--- src/rtl/relu_argmax_stage_pkg.sv ---
// Shared definitions for the post-matmul stage (also used by the matmul engine).
//   FP32_W      : width of an FP32 word
//   fp32_t      : FP32 bit pattern
//   state_e     : controller states
//   fp32_key    : maps FP32 bits to an unsigned key whose order matches FP32 order
//   fp32_relu   : optional ReLU on FP32 bits
package relu_argmax_stage_pkg;

  localparam int FP32_W = 32;

  typedef logic [FP32_W-1:0] fp32_t;

  typedef enum logic [1:0] {
    ST_IDLE,
    ST_READ,
    ST_DRAIN,
    ST_DONE
  } state_e;

  // Negative values are inverted so larger magnitudes sort lower; positives get
  // the top bit set so every positive (including +0) beats every negative (-0).
  function automatic fp32_t fp32_key(input fp32_t x);
    return x[FP32_W-1] ? ~x : {1'b1, x[FP32_W-2:0]};
  endfunction

  // Any value with the sign bit set (including -0.0 and negative NaNs) becomes +0.0.
  function automatic fp32_t fp32_relu(input fp32_t x, input logic en);
    return (en && x[FP32_W-1]) ? '0 : x;
  endfunction

endpackage

--- src/rtl/relu_argmax_stage_if.sv ---
// Bus bundle for relu_argmax_stage: control, C BRAM read port, activation BRAM
// write port and per-row argmax results.
//   slave  : view of relu_argmax_stage itself
//   master : view of the controller / BRAMs / result consumer
interface relu_argmax_stage_if
  import relu_argmax_stage_pkg::*;
#(
  parameter int MAX_M = 16,
  parameter int MAX_N = 16
);
  localparam int ADDR_M_BITS = $clog2(MAX_M);
  localparam int ADDR_N_BITS = $clog2(MAX_N);
  localparam int ADDR_C_BITS = $clog2(MAX_M * MAX_N);

  logic                   start;
  logic                   relu_en;
  logic [ADDR_M_BITS:0]   M_val;
  logic [ADDR_N_BITS:0]   N_val;
  logic                   busy;
  logic                   done;
  logic [ADDR_C_BITS-1:0] c_addr;
  fp32_t                  c_rdata;
  logic                   act_we;
  logic [ADDR_C_BITS-1:0] act_addr;
  fp32_t                  act_wdata;
  logic                   row_valid;
  logic [ADDR_M_BITS-1:0] row_idx;
  logic [ADDR_N_BITS-1:0] row_argmax;
  fp32_t                  row_max;

  modport slave (
    input  start, relu_en, M_val, N_val, c_rdata,
    output busy, done, c_addr, act_we, act_addr, act_wdata,
           row_valid, row_idx, row_argmax, row_max
  );

  modport master (
    output start, relu_en, M_val, N_val, c_rdata,
    input  busy, done, c_addr, act_we, act_addr, act_wdata,
           row_valid, row_idx, row_argmax, row_max
  );

endinterface

--- src/rtl/relu_argmax_stage_fp32_max_tracker.sv ---
// Running FP32 maximum for one row.
//   clk, rst : clock, async active-high reset
//   seed     : current element is column 0 and starts a new row
//   update   : current element is valid; commit the result to the running max
//   idx_in   : column of current element
//   val_in   : value of current element
//   res_idx  : column of the max including the current element (combinational)
//   res_val  : max value including the current element (combinational)
module fp32_max_tracker
  import relu_argmax_stage_pkg::*;
#(
  parameter int IDX_W = 4
) (
  input  logic             clk,
  input  logic             rst,
  input  logic             seed,
  input  logic             update,
  input  logic [IDX_W-1:0] idx_in,
  input  fp32_t            val_in,
  output logic [IDX_W-1:0] res_idx,
  output fp32_t            res_val
);

  logic [IDX_W-1:0] max_idx_q, max_idx_d;
  fp32_t            max_val_q, max_val_d;
  logic             take;

  always_comb begin
    // Strictly greater replaces, so ties keep the earliest column.
    take      = seed || (fp32_key(val_in) > fp32_key(max_val_q));
    res_idx   = take ? idx_in : max_idx_q;
    res_val   = take ? val_in : max_val_q;
    max_idx_d = update ? res_idx : max_idx_q;
    max_val_d = update ? res_val : max_val_q;
  end

  always_ff @(posedge clk or posedge rst) begin
    if (rst) begin
      max_idx_q <= '0;
      max_val_q <= '0;
    end else begin
      max_idx_q <= max_idx_d;
      max_val_q <= max_val_d;
    end
  end

endmodule

--- src/rtl/relu_argmax_stage.sv ---
// Post-matmul stage: streams the M x N FP32 matrix C from its BRAM, optionally
// applies ReLU, writes every element to the activation BRAM and reports the
// argmax column / max value of each row.
//   clk, rst : clock, async active-high reset
//   bus      : relu_argmax_stage_if.slave
//              start/relu_en/M_val/N_val in, busy/done out,
//              c_addr out / c_rdata in (1-cycle read latency),
//              act_we/act_addr/act_wdata out,
//              row_valid/row_idx/row_argmax/row_max out
// Pipeline: address issued in cycle t, data back in t+1, write/row result in t+2.
module relu_argmax_stage
  import relu_argmax_stage_pkg::*;
#(
  parameter int MAX_M = 16,
  parameter int MAX_N = 16
) (
  input  logic                  clk,
  input  logic                  rst,
  relu_argmax_stage_if.slave    bus
);

  localparam int ADDR_M_BITS = $clog2(MAX_M);
  localparam int ADDR_N_BITS = $clog2(MAX_N);
  localparam int ADDR_C_BITS = $clog2(MAX_M * MAX_N);

  localparam logic [ADDR_M_BITS:0]   M_ONE   = 1;
  localparam logic [ADDR_N_BITS:0]   N_ONE   = 1;
  localparam logic [ADDR_M_BITS-1:0] ROW_ONE = 1;
  localparam logic [ADDR_N_BITS-1:0] COL_ONE = 1;
  localparam logic [ADDR_C_BITS-1:0] C_ONE   = 1;

  typedef struct packed {
    logic                   valid;
    logic [ADDR_M_BITS-1:0] row;
    logic [ADDR_N_BITS-1:0] col;
    logic                   last_col;
    logic                   last;
    logic [ADDR_C_BITS-1:0] addr;
  } tag_t;

  state_e                 state_q, state_d;
  logic [ADDR_M_BITS:0]   m_q, m_d;
  logic [ADDR_N_BITS:0]   n_q, n_d;
  logic                   relu_q, relu_d;
  logic [ADDR_M_BITS-1:0] rd_row_q, rd_row_d;
  logic [ADDR_N_BITS-1:0] rd_col_q, rd_col_d;
  logic [ADDR_C_BITS-1:0] c_addr_q, c_addr_d;
  logic                   busy_q, busy_d;
  logic                   done_q, done_d;
  tag_t                   s1_q, s1_d;
  logic                   act_we_q, act_we_d;
  logic [ADDR_C_BITS-1:0] act_addr_q, act_addr_d;
  fp32_t                  act_wdata_q, act_wdata_d;
  logic                   s2_last_q, s2_last_d;
  logic                   row_valid_q, row_valid_d;
  logic [ADDR_M_BITS-1:0] row_idx_q, row_idx_d;
  logic [ADDR_N_BITS-1:0] row_argmax_q, row_argmax_d;
  fp32_t                  row_max_q, row_max_d;

  logic                   issue_last_col;
  logic                   issue_last_row;
  fp32_t                  relu_val;
  logic [ADDR_N_BITS-1:0] trk_idx;
  fp32_t                  trk_val;

  assign issue_last_col = ({1'b0, rd_col_q} == (n_q - N_ONE));
  assign issue_last_row = ({1'b0, rd_row_q} == (m_q - M_ONE));
  assign relu_val       = fp32_relu(bus.c_rdata, relu_q);

  fp32_max_tracker #(
    .IDX_W (ADDR_N_BITS)
  ) u_max (
    .clk     (clk),
    .rst     (rst),
    .seed    (s1_q.valid && (s1_q.col == '0)),
    .update  (s1_q.valid),
    .idx_in  (s1_q.col),
    .val_in  (relu_val),
    .res_idx (trk_idx),
    .res_val (trk_val)
  );

  always_comb begin
    state_d      = state_q;
    m_d          = m_q;
    n_d          = n_q;
    relu_d       = relu_q;
    rd_row_d     = rd_row_q;
    rd_col_d     = rd_col_q;
    c_addr_d     = c_addr_q;
    busy_d       = busy_q;
    done_d       = 1'b0;

    // Tag for the address presented this cycle; valid only while reading.
    s1_d.valid    = (state_q == ST_READ);
    s1_d.row      = rd_row_q;
    s1_d.col      = rd_col_q;
    s1_d.last_col = issue_last_col;
    s1_d.last     = issue_last_col && issue_last_row;
    s1_d.addr     = c_addr_q;

    act_we_d     = s1_q.valid;
    act_addr_d   = s1_q.valid ? s1_q.addr : act_addr_q;
    act_wdata_d  = s1_q.valid ? relu_val : act_wdata_q;
    s2_last_d    = s1_q.valid && s1_q.last;

    row_valid_d  = s1_q.valid && s1_q.last_col;
    row_idx_d    = row_idx_q;
    row_argmax_d = row_argmax_q;
    row_max_d    = row_max_q;
    if (row_valid_d) begin
      row_idx_d    = s1_q.row;
      row_argmax_d = trk_idx;
      row_max_d    = trk_val;
    end

    unique case (state_q)
      ST_IDLE: begin
        if (bus.start) begin
          if ((bus.M_val != '0) && (bus.N_val != '0)) begin
            state_d  = ST_READ;
            m_d      = bus.M_val;
            n_d      = bus.N_val;
            relu_d   = bus.relu_en;
            rd_row_d = '0;
            rd_col_d = '0;
            c_addr_d = '0;
            busy_d   = 1'b1;
          end else begin
            state_d = ST_DONE;
            done_d  = 1'b1;
          end
        end
      end
      ST_READ: begin
        // Row-major order makes row*N+col a plain running count, so the
        // address is incremented instead of multiplied.
        if (issue_last_col) begin
          rd_col_d = '0;
          if (issue_last_row) begin
            state_d = ST_DRAIN;
          end else begin
            rd_row_d = rd_row_q + ROW_ONE;
            c_addr_d = c_addr_q + C_ONE;
          end
        end else begin
          rd_col_d = rd_col_q + COL_ONE;
          c_addr_d = c_addr_q + C_ONE;
        end
      end
      ST_DRAIN: begin
        if (s2_last_q) begin
          state_d = ST_DONE;
          done_d  = 1'b1;
          busy_d  = 1'b0;
        end
      end
      ST_DONE: begin
        state_d = ST_IDLE;
      end
      default: state_d = ST_IDLE;
    endcase
  end

  always_ff @(posedge clk or posedge rst) begin
    if (rst) begin
      state_q      <= ST_IDLE;
      m_q          <= '0;
      n_q          <= '0;
      relu_q       <= 1'b0;
      rd_row_q     <= '0;
      rd_col_q     <= '0;
      c_addr_q     <= '0;
      busy_q       <= 1'b0;
      done_q       <= 1'b0;
      s1_q         <= '0;
      act_we_q     <= 1'b0;
      act_addr_q   <= '0;
      act_wdata_q  <= '0;
      s2_last_q    <= 1'b0;
      row_valid_q  <= 1'b0;
      row_idx_q    <= '0;
      row_argmax_q <= '0;
      row_max_q    <= '0;
    end else begin
      state_q      <= state_d;
      m_q          <= m_d;
      n_q          <= n_d;
      relu_q       <= relu_d;
      rd_row_q     <= rd_row_d;
      rd_col_q     <= rd_col_d;
      c_addr_q     <= c_addr_d;
      busy_q       <= busy_d;
      done_q       <= done_d;
      s1_q         <= s1_d;
      act_we_q     <= act_we_d;
      act_addr_q   <= act_addr_d;
      act_wdata_q  <= act_wdata_d;
      s2_last_q    <= s2_last_d;
      row_valid_q  <= row_valid_d;
      row_idx_q    <= row_idx_d;
      row_argmax_q <= row_argmax_d;
      row_max_q    <= row_max_d;
    end
  end

  assign bus.busy       = busy_q;
  assign bus.done       = done_q;
  assign bus.c_addr     = c_addr_q;
  assign bus.act_we     = act_we_q;
  assign bus.act_addr   = act_addr_q;
  assign bus.act_wdata  = act_wdata_q;
  assign bus.row_valid  = row_valid_q;
  assign bus.row_idx    = row_idx_q;
  assign bus.row_argmax = row_argmax_q;
  assign bus.row_max    = row_max_q;

endmodule

--- src/flat_wrapper.sv ---
// flat-port wrapper written by rule: the top's interface ports become plain ports
module relu_argmax_stage_flat import relu_argmax_stage_pkg::*;
#(
  parameter int MAX_M = 16,
  parameter int MAX_N = 16
)
  (clk, rst, bus_start, bus_relu_en, bus_M_val, bus_N_val, bus_c_rdata, bus_busy, bus_done, bus_c_addr, bus_act_we, bus_act_addr, bus_act_wdata, bus_row_valid, bus_row_idx, bus_row_argmax, bus_row_max);
  relu_argmax_stage_if #(.MAX_M(MAX_M), .MAX_N(MAX_N)) bus_i ();
  input  logic clk;
  input  logic rst;
  input wire logic [$bits(bus_i.start)-1:0] bus_start;
  input wire logic [$bits(bus_i.relu_en)-1:0] bus_relu_en;
  input wire logic [$bits(bus_i.M_val)-1:0] bus_M_val;
  input wire logic [$bits(bus_i.N_val)-1:0] bus_N_val;
  input wire logic [$bits(bus_i.c_rdata)-1:0] bus_c_rdata;
  output wire logic [$bits(bus_i.busy)-1:0] bus_busy;
  output wire logic [$bits(bus_i.done)-1:0] bus_done;
  output wire logic [$bits(bus_i.c_addr)-1:0] bus_c_addr;
  output wire logic [$bits(bus_i.act_we)-1:0] bus_act_we;
  output wire logic [$bits(bus_i.act_addr)-1:0] bus_act_addr;
  output wire logic [$bits(bus_i.act_wdata)-1:0] bus_act_wdata;
  output wire logic [$bits(bus_i.row_valid)-1:0] bus_row_valid;
  output wire logic [$bits(bus_i.row_idx)-1:0] bus_row_idx;
  output wire logic [$bits(bus_i.row_argmax)-1:0] bus_row_argmax;
  output wire logic [$bits(bus_i.row_max)-1:0] bus_row_max;
  assign bus_i.start = bus_start;
  assign bus_i.relu_en = bus_relu_en;
  assign bus_i.M_val = bus_M_val;
  assign bus_i.N_val = bus_N_val;
  assign bus_i.c_rdata = bus_c_rdata;
  assign bus_busy = bus_i.busy;
  assign bus_done = bus_i.done;
  assign bus_c_addr = bus_i.c_addr;
  assign bus_act_we = bus_i.act_we;
  assign bus_act_addr = bus_i.act_addr;
  assign bus_act_wdata = bus_i.act_wdata;
  assign bus_row_valid = bus_i.row_valid;
  assign bus_row_idx = bus_i.row_idx;
  assign bus_row_argmax = bus_i.row_argmax;
  assign bus_row_max = bus_i.row_max;
  relu_argmax_stage #(.MAX_M(MAX_M), .MAX_N(MAX_N)) u_core (.clk(clk), .rst(rst), .bus(bus_i));
endmodule
--- config.mk ---
export PLATFORM = sky130hd
export DESIGN_NAME = relu_argmax_stage_flat
export DESIGN_NICKNAME = d
export VERILOG_FILES = /design/src/rtl/relu_argmax_stage_pkg.sv /design/src/rtl/relu_argmax_stage_if.sv /design/src/rtl/relu_argmax_stage_fp32_max_tracker.sv /design/src/rtl/relu_argmax_stage.sv /design/src/flat_wrapper.sv
export SDC_FILE = /design/constraint.sdc
export NUM_CORES = 1
export LEC_CHECK = 0
export BUFFER_PORTS_ARGS = -buffer_cell sky130_fd_sc_hd__buf_2
export CELL_PAD_IN_SITES_DETAIL_PLACEMENT = 1
export CELL_PAD_IN_SITES_GLOBAL_PLACEMENT = 2
export CORE_MARGIN = 2
export CORE_UTILIZATION = 38
export CTS_BUF_LIST = sky130_fd_sc_hd__clkbuf_8
export CTS_CLUSTER_DIAMETER = 40
export DETAILED_ROUTE_END_ITERATION = 8
export GPL_ROUTABILITY_DRIVEN = 0
export GPL_TIMING_DRIVEN = 1
export PLACE_DENSITY_LB_ADDON = 0.1
export SLEW_MARGIN = 20
export SYNTH_ARGS = -nofsm -noshare
export SYNTH_HDL_FRONTEND = slang
export SYNTH_SLANG_ARGS = --single-unit
--- constraint.sdc ---
create_clock -name clk -period 6.55 [get_ports clk]
set_input_delay 0.9825 -clock clk [delete_from_list [all_inputs] [get_ports clk]]
set_output_delay 0.9825 -clock clk [all_outputs]
set_load 0.02 [all_outputs]
==> metrics.txt, run 1 <==
GRT Util Overall=19.8%; unrepaired setup endpoints after global routing=false; Filler Cell Count=~2,500; DRC Markers=0; synth warn=0; clock latency on the worst-skew pair=between 0.4 and 0.5 ns; clock sink count=169; Reg2Reg Setup Slack=2.18 ns; first-pass GRT wire length=38,000 µm; CP required=6.91 ns; worst r2r path cells=11; clock-pin slew on the worst setup and hold paths=0.10 ns; cts bufs inserted=17; hold wc startpoint=u_core.bus.c_addr[7]$_DFFE_PP0P_; Worst Path Arrival=5.21 ns; Layout Cells excl Fill=1,248; worst clock skew=0.0175 ns; Gates resized, CTS repair=0; worst setup path start=bus_c_rdata[31]; DR iter-0 viols=204; Gate Count Post-Synth=835; Final TNS setup=0 ns; crit start category=input pin; Yosys top cell area share=between 40% and 50%; Clock Root Buffer=clkbuf_8; initial antenna violation count=1; CTS tree=done; Wirelength per Cell=18.2 µm; port buffer count=137; Period Utilization, post-route=74.0%; Die X=approximately 160 µm; Core Box Area=0.0225 mm²; Rel. slew slack=30.2%; sequential share of the synthesized area=48.8%; Initial Utilization=38.5%; Die Y=155 µm; cell area after synthesis=approximately 0.0087 mm²; area delta synth->final=14.8%; DP Cell Count=1,215; reg2reg end=u_core.u_max.max_val_q[24]$_DFFE_PP0P_; syn nets=around 920; status=finished, final reports clean; final hold vios=0; most common cell after layout, fill and taps aside=dfrtp_1; crit-path max FO=34; Slew @ Worst Pin=1.05 ns; hold_buf cts=0; top cells by area, synth=dfrtp_1 49%, ha_1 5.8%, nand2_1 5.0%, mux2i_1 4.7%, inv_1 4.7%; Crit Path Class=input pin to register; max cap viols=0; I/O pin count=138; vias per inst=5.32; syn avg cell area=between 10 and 15 µm²; layout cells sized above 1=a little under a quarter; vias in the first global route=7,359; Crit Reg-Reg Startpoint=u_core.relu_q$_DFFE_PP0P_; power per cell area=290 mW/mm²; top_reg_cell synth=dfrtp_1; Peak VDD IR=118 µV; largest area contributor in the netlist=dfrtp_1; CP endpoint kind=register; commonest cells after routing, fill and taps aside=167 x dfrtp_1, 137 x buf_2, 115 x nand2_1; Tmin final=4.85 ns; H-Tree Depth=4; DIE AREA=about 0.024 mm²; pins over their slew limit=0; FFs w/ async S/R, synth=100%; fin nets=1,035; Placement Rows=55; Distinct cells, synth=58; Post-Route WL=between 20,000 and 25,000 µm; P_leak=4.88 nW; critical path endpoint=u_core.u_max.max_val_q[24]$_DFFE_PP0P_; setup bufs post-CTS=0; Setup-failing EPs final=0; EDFF count, synth=0; max frequency=206 MHz; detailed placement HPWL=15,900 µm; grt ovf=0; drt first pass iters=4; class of the worst hold path=register to register; largest net degree at the start of global routing=70; Post-DRT Antenna Nets=0; CTS Buffer Depth=2; total number of vias=6,644; FF+latch count, synth=169
[sequential cells by signal, indices dropped and copies added, names as in the netlist, 5 cells and up]
signal                  count
u_core.s1_q                18
u_core.m_q                  5
u_core.u_max.max_val_q     32
u_core.bus.row_max         32
u_core.n_q                  5
u_core.bus.act_wdata       32
u_core.bus.act_addr         8
u_core.bus.c_addr           8
[critical path: stages]
cell and delay (ns):
buf_2 0.10, buf_4 0.25, nor2b_1 0.21, inv_1 0.77
mux2i_1 0.20, ha_1 0.42, nand4_1 0.21, nor4_2 0.46
nand2b_1 0.23, a31o_2 0.15, nand3_1 0.46, buf_4 0.43
a32o_1 0.30
[logic make-up (layout without fill, tap and decap cells)]
family	Yosys count	count (layout)	share of synthesized area (%)
other	0	1	0
xor gates and xnor gates	44	44	4.53
AOI/OAI and AO/OA	163	163	15.0
and+or+nand+nor	194	194	10.6
DFF	169	169	48.8
muxes	64	64	7.72
buffers and inverters	161	288	7.69
adders and majority gates	40	40	5.77
[report_power, final]
part	switching [mW]	total, mW	internal (mW)
sequential	0.162	1.31	1.15
clock	0.462	0.749	0.287
combinational	0.456	0.825	0.369
[metrics by stage]
step | utilization [%] | hold WS (ns) | instance area, µm² | power (mW) | setup WS [ns]
global placement | 42.5 | 0.415 | 9570 | 2.11 | 1.57
detailed placement | 42.5 | 0.422 | 9570 | 2.14 | 1.27
finish | 44.3 | 0.446 | 9960 | 2.88 | 1.70
global route | 44.2 | 0.461 | 9960 | 3.10 | 1.39
CTS | 44.2 | 0.444 | 9960 | 2.93 | 1.71
floorplan | - | 0.387 | 8670 | 1.91 | 0.992
[final cells by class]
type,count,area (µm²),area share (%)
flip-flops and latches,169,4230,42.5
inverters,109,414,4.16
repair buffers,147,761,7.64
clock buffers,17,234,2.35
well taps,285,357,3.58
clock inverters,15,155,1.56
diodes,1,2.50,0.0251
multi-input cells,505,3800,38.2
[how the worst min path moves through the flow]
stage,end,slack [ns],cells past startpoint
after floorplan,u_core.s1_q[7]$_DFF_PP0_,0.39,0
after global placement,u_core.s1_q[7]$_DFF_PP0_,0.42,0
after detailed placement,u_core.s1_q[7]$_DFF_PP0_,0.42,0
after CTS,u_core.bus.act_addr[3]$_DFFE_PP0P_,0.44,2
after global routing,u_core.bus.act_addr[3]$_DFFE_PP0P_,0.46,2
final,u_core.s1_q[7]$_DFF_PP0_,0.45,0
[synth_stat cells (all sizes together) (2+ instances only)]
| cell type | instances |
|---|---|
| o21ai | 45 |
| nor2b | 5 |
| clkbuf | 26 |
| nor3 | 6 |
| nand2b | 8 |
| o221ai | 32 |
| nand2 | 115 |
| a22o | 2 |
| a32o | 36 |
| mux2i | 41 |
| or4 | 3 |
| inv | 109 |
| mux2 | 23 |
| xor2 | 5 |
| ha | 40 |
| nand4 | 14 |
| a21o | 2 |
| and3 | 3 |
| xnor2 | 39 |
| a21oi | 20 |
| and2 | 3 |
| buf | 26 |
| o31ai | 3 |
| nand3 | 13 |
| nor4 | 2 |
| a2111o | 3 |
| nor2 | 15 |
| dfrtp | 169 |
| a31o | 2 |
| o211ai | 10 |
[layer usage]
metal  track usage (%)  up-vias  wire length [µm]
met2              36.5      120             11900
li1                  -     3120                 -
met3              3.70       22               901
met5                 0        -                 0
met4              6.53        0               357
met1              23.3     3382              9600
(Power assumes the default switching activity.)
==> run 2: changes to the inputs <==
CORE_UTILIZATION = 34   (was 38)
clock period = 4.2 ns   (was 6.55 ns; I/O delays follow)
==> metrics.txt, run 2 (synthesized netlist as in run 1, its figures left out) <==
CTS tree=done; detailed placement HPWL=15,800 µm (-0.17%); reg2reg end=u_core.u_max.max_val_q[31]$_DFFE_PP0P_; Tmin final=3.54 ns; Crit Path Class=register to register; most common cell after layout, fill and taps aside=dfrtp_1; Post-Route WL=22,800 µm (+0.25%); setup bufs post-CTS=0 (unchanged); max cap viols=0 (unchanged); Post-DRT Antenna Nets=0 (unchanged); commonest cells after routing, fill and taps aside=167 x dfrtp_1, 137 x buf_2, 115 x nand2_1; Core Box Area=0.0251 mm² (+12%); Slew @ Worst Pin=1.05 ns (+0.000890 ns); worst r2r path cells=12 (+1); Peak VDD IR=200 µV (+69%); Placement Rows=58 (+5.5%); max frequency=282 MHz; vias in the first global route=7,022 (-4.6%); grt ovf=0 (unchanged); Period Utilization, post-route=84.3%; n_diodes=0 (-1); clock latency on the worst-skew pair=0.45 ns (-0.03 ns); Setup-failing EPs final=0 (unchanged); DRC Markers=0 (unchanged); cts bufs inserted=17 (unchanged); pins over their slew limit=0 (unchanged); Layout Cells excl Fill=1,300 (+4.2%); GRT Util Overall=18.1% (-1.8 points); Rel. slew slack=30.2% (about the same); Final TNS setup=0 ns (unchanged); Gates resized, CTS repair=0 (unchanged); largest net degree at the start of global routing=170 (+140%); drt first pass iters=4 (unchanged); DIE AREA=0.0268 mm² (+11%); DR iter-0 viols=255 (+25%); Initial Utilization=34.5% (-4.0 points); CP required=4.53 ns (-2.38 ns); power per cell area=435 mW/mm² (+50%); final hold vios=0 (unchanged); clock sink count=169 (unchanged); Wirelength per Cell=17.6 µm (-3.8%); crit-path max FO=17 (-50%); DP Cell Count=1,271 (+4.6%); first-pass GRT wire length=38,200 µm (+0.64%); CTS Buffer Depth=2 (unchanged); P_leak=4.92 nW (+0.80%); unrepaired setup endpoints after global routing=false; CP endpoint kind=register; layout cells sized above 1=24.0% (+0.53 points); fin nets=1,046 (+1.1%); Clock Root Buffer=clkbuf_8; Worst Path Arrival=3.88 ns (-1.33 ns); hold_buf cts=0 (unchanged); vias per inst=5.03 (-5.6%); H-Tree Depth=4 (unchanged); area delta synth->final=16.0%; Die Y=164 µm (+5.6%); clock-pin slew on the worst setup and hold paths=0.09 ns (about the same); total number of vias=6,534 (-1.7%); Reg2Reg Setup Slack=0.66 ns (-1.52 ns); I/O pin count=138 (unchanged); initial antenna violation count=1 (unchanged); class of the worst hold path=input pin to asynchronous set/reset pin; Die X=164 µm (+5.6%); worst clock skew=0.0141 ns (-0.00338 ns); crit start category=register; status=finished, final reports clean; Crit Reg-Reg Startpoint=u_core.relu_q$_DFFE_PP0P_; port buffer count=137 (unchanged)
==> run 2: cell type report <==
class / count / area [µm²]
clock buffers: 19 / 262
clock inverters: 10 / 72.6
fillers: 2899 / 15000
inverters: 109 / 413
multi-input cells: 505 / 3800
flip-flops and latches: 169 / 4230
well taps: 330 / 413
repair buffers: 158 / 868
==> run 2: worst max path at each step <==
stage | startpoint | to | slack [ns] | depth (start not counted)
2_1_floorplan | bus_c_rdata[31] | u_core.u_max.max_val_q[31]$_DFFE_PP0P_ | 0.76 | 12
4_1_cts | u_core.u_max.max_val_q[31]$_DFFE_PP0P_ | u_core.u_max.max_val_q[31]$_DFFE_PP0P_ | 0.63 | 10
3_5_place_dp | bus_c_rdata[31] | u_core.u_max.max_val_q[31]$_DFFE_PP0P_ | 0.35 | 13
3_3_place_gp | bus_c_rdata[31] | u_core.u_max.max_val_q[31]$_DFFE_PP0P_ | 0.44 | 13
6_report | u_core.relu_q$_DFFE_PP0P_ | u_core.u_max.max_val_q[31]$_DFFE_PP0P_ | 0.66 | 12
5_1_grt | u_core.relu_q$_DFFE_PP0P_ | u_core.u_max.max_val_q[31]$_DFFE_PP0P_ | 0.38 | 12
==> run 2: worst max-delay path, cell delays in order (launching register included) <==
cell	delay [ns]
dfrtp_1	0.53
nor2b_1	0.12
inv_1	0.22
buf_4	0.20
mux2i_1	0.08
ha_1	0.36
nand4_1	0.18
nor4_2	0.49
nand2b_1	0.24
a31oi_4	0.09
o31ai_4	0.28
buf_4	0.29
mux2_1	0.35
==> run 2: metal layers <==
layer	track usage [%]	wire length [µm]
met3	3.79	845
met2	31.3	11300
met4	3.67	155
met5	0	13
met1	23.5	10600
==> run 2: stage by stage <==
| step | power [mW] | cell area, µm² | hold slack (ns) | setup WS [ns] | utilization, % |
|---|---|---|---|---|---|
| 2_1_floorplan | 2.98 | 8680 | 0.387 | 0.758 | - |
| 3_3_place_gp | 3.35 | 9730 | 0.418 | 0.442 | 38.7 |
| 3_5_place_dp | 3.36 | 9730 | 0.428 | 0.345 | 38.7 |
| 4_1_cts | 4.46 | 10100 | 0.368 | 0.628 | 40.1 |
| 5_1_grt | 4.74 | 10100 | 0.367 | 0.376 | 40.1 |
| 6_report | 4.37 | 10100 | 0.344 | 0.659 | 40.1 |
==> run 2: report_power, final <==
part,internal (mW),switching [mW],leakage (nW)
clock,0.435,0.626,0.172
combinational,0.591,0.698,2.80
sequential,1.79,0.231,1.95
==> run 3: changes to the inputs <==
clock period = 2.91 ns   (was 4.2 ns; I/O delays follow)
==> metrics.txt, run 3 (synthesized netlist as in run 1, its figures left out) <==
crit-path max FO=9 (-8); max frequency=341 MHz (+21%); CP endpoint kind=register; reg2reg end=u_core.bus.row_max[5]$_DFFE_PP0P_; worst r2r path cells=13 (+1); layout cells sized above 1=29.6% (+5.5 points); crit start category=register; Die Y=164 µm (unchanged); critical path's slowest cell=dfrtp_2; DRC Markers=0 (unchanged); Layout Cells excl Fill=1,338 (+2.9%); Rel. slew slack=40.9% (+11 points); status=complete, but fails checks; DP Cell Count=1,296 (+2.0%); Final Util=42.9% (+2.9 points); Placement Rows=58 (unchanged); drt first pass iters=4 (unchanged); CP peak stage delay=0.45 ns (-0.08 ns); GRT Util Overall=18.8% (+0.72 points); total number of vias=6,810 (+4.2%); Period Utilization, post-route=101% (+17 points); Slew @ Worst Pin=0.881 ns (-0.166 ns); DIE AREA=0.0268 mm² (unchanged); fin nets=1,081 (+3.3%); Clock Root Buffer=clkbuf_8; worst setup path start=u_core.u_max.max_val_q[31]$_DFFE_PP0P_; hold wc startpoint=bus_c_rdata[9]; CTS tree=done; critical path endpoint=u_core.bus.row_max[5]$_DFFE_PP0P_; Setup-failing EPs final=6 (+6); Initial Utilization=34.5% (unchanged); Die X=164 µm (unchanged); vias per inst=5.09 (+1.3%); cell family with most CP delay=buffers and inverters; largest net degree at the start of global routing=41 (-76%); most common cell after layout, fill and taps aside=dfrtp_1; n_diodes=0 (unchanged); P_leak=5.23 nW (+6.3%); CTS Buffer Depth=2 (unchanged); pins over their slew limit=0 (unchanged); class of the worst hold path=input pin to register; final hold vios=0 (unchanged); Final TNS setup=-0.0430 ns (-0.0430 ns); area delta synth->final=24.3%; vias in the first global route=7,469 (+6.4%); first-pass GRT wire length=39,600 µm (+3.7%); clock sink count=169 (unchanged); port buffer count=137 (unchanged); Final Cell Area=0.0108 mm² (+7.1%); DR iter-0 viols=261 (+2.4%); max cap viols=0 (unchanged); failing checks=negative setup slack; Worst Hold Slack=0.204 ns (-0.140 ns); Wirelength per Cell=18.3 µm (+4.1%); I/O pin count=138 (unchanged); pre-CTS WS=-0.360 ns (-0.705 ns); CP dominant cell by count=buf_4; worst clock skew=0.0171 ns (+0.00300 ns); Post-DRT Antenna Nets=0 (unchanged); clock latency on the worst-skew pair=0.46 ns (about the same); Crit Reg-Reg Startpoint=u_core.u_max.max_val_q[31]$_DFFE_PP0P_; commonest cells after routing, fill and taps aside=167 x dfrtp_1, 137 x buf_2, 114 x nand2_1; Final WS setup=-0.0240 ns (-0.683 ns); Reg2Reg Setup Slack=-0.02 ns (-0.68 ns); detailed placement HPWL=17,600 µm (+11%); dpl cell area=0.0100 mm² (+3.0%); total power=7.06 mW (+61%); cts bufs inserted=17 (unchanged); Worst path depth=13 (+1); Cell Chain, Critical Path=buf_4 > buf_4 > xnor2_1 > ha_1 > nand4_1 > nor4_4 > buf_4 > nand2b_4 > a31oi_4 > o31ai_4 > buf_6 > buf_4 > o221ai_2; Peak VDD IR=225 µV (+12%); clock-pin slew on the worst setup and hold paths=0.10 ns (about the same); Post-Route WL=24,500 µm (+7.2%); Crit Path Class=register to register; H-Tree Depth=4 (unchanged); CP required=3.28 ns (-1.25 ns); Core Box Area=0.0251 mm² (unchanged); initial antenna violation count=1 (unchanged); unrepaired setup endpoints after global routing=true; Worst Path Arrival=3.31 ns (-0.57 ns); Buf/Inv on CP=5 (+2); grt ovf=0 (unchanged); Tmin final=2.93 ns (-0.607 ns); power per cell area=654 mW/mm² (+51%)
==> run 3: area by class of cell <==
class | instances | area [µm²]
clock buffers | 17 | 234
clock inverters | 15 | 211
fillers | 2846 | 14300
inverters | 109 | 415
multi-input cells | 505 | 4010
flip-flops and latches | 169 | 4230
well taps | 330 | 413
repair buffers | 193 | 1270
==> run 3: how the worst min path moves through the flow <==
stage / endpoint / depth (start not counted) / slack [ns]
6_report: u_core.bus.act_wdata[9]$_DFFE_PP0P_ / 3 / 0.20
5_1_grt: u_core.m_q[0]$_DFFE_PP0P_ / 2 / 0.19
4_1_cts: u_core.bus.act_wdata[9]$_DFFE_PP0P_ / 3 / 0.17
3_5_place_dp: u_core.s1_q[7]$_DFF_PP0_ / 0 / 0.43
3_3_place_gp: u_core.s1_q[7]$_DFF_PP0_ / 0 / 0.43
2_1_floorplan: u_core.s1_q[7]$_DFF_PP0_ / 0 / 0.39
==> run 3: metal layers <==
| layer | track usage, % | up-vias | routed length, µm |
|---|---|---|---|
| met5 | 0 | - | 16 |
| met1 | 22.7 | 3467 | 10800 |
| met4 | 5.42 | 2 | 408 |
| li1 | - | 3213 | - |
| met3 | 3.41 | 30 | 764 |
| met2 | 34.1 | 98 | 12500 |
==> run 3: worst min-delay path: stages <==
cell and delay, ns:
buf_2 0.10, nand2_1 0.04, o21ai_0 0.06
==> run 3: repair_timing <==
| action | CTS | global route |
|---|---|---|
| endpoints found under the setup margin | 68 | 72 |
| hold buffers | 1 | 0 |
| endpoints found under the hold margin | 10 | 0 |
| resized for setup | 7 | 32 |
| buffers inserted | 4 | 3 |
| pin swaps | 8 | 13 |
| gates cloned | 1 | 1 |
==> run 3: report_power, final <==
part | internal, mW | switching [mW]
clock | 0.958 | 0.969
sequential | 2.59 | 0.260
combinational | 1.05 | 1.23
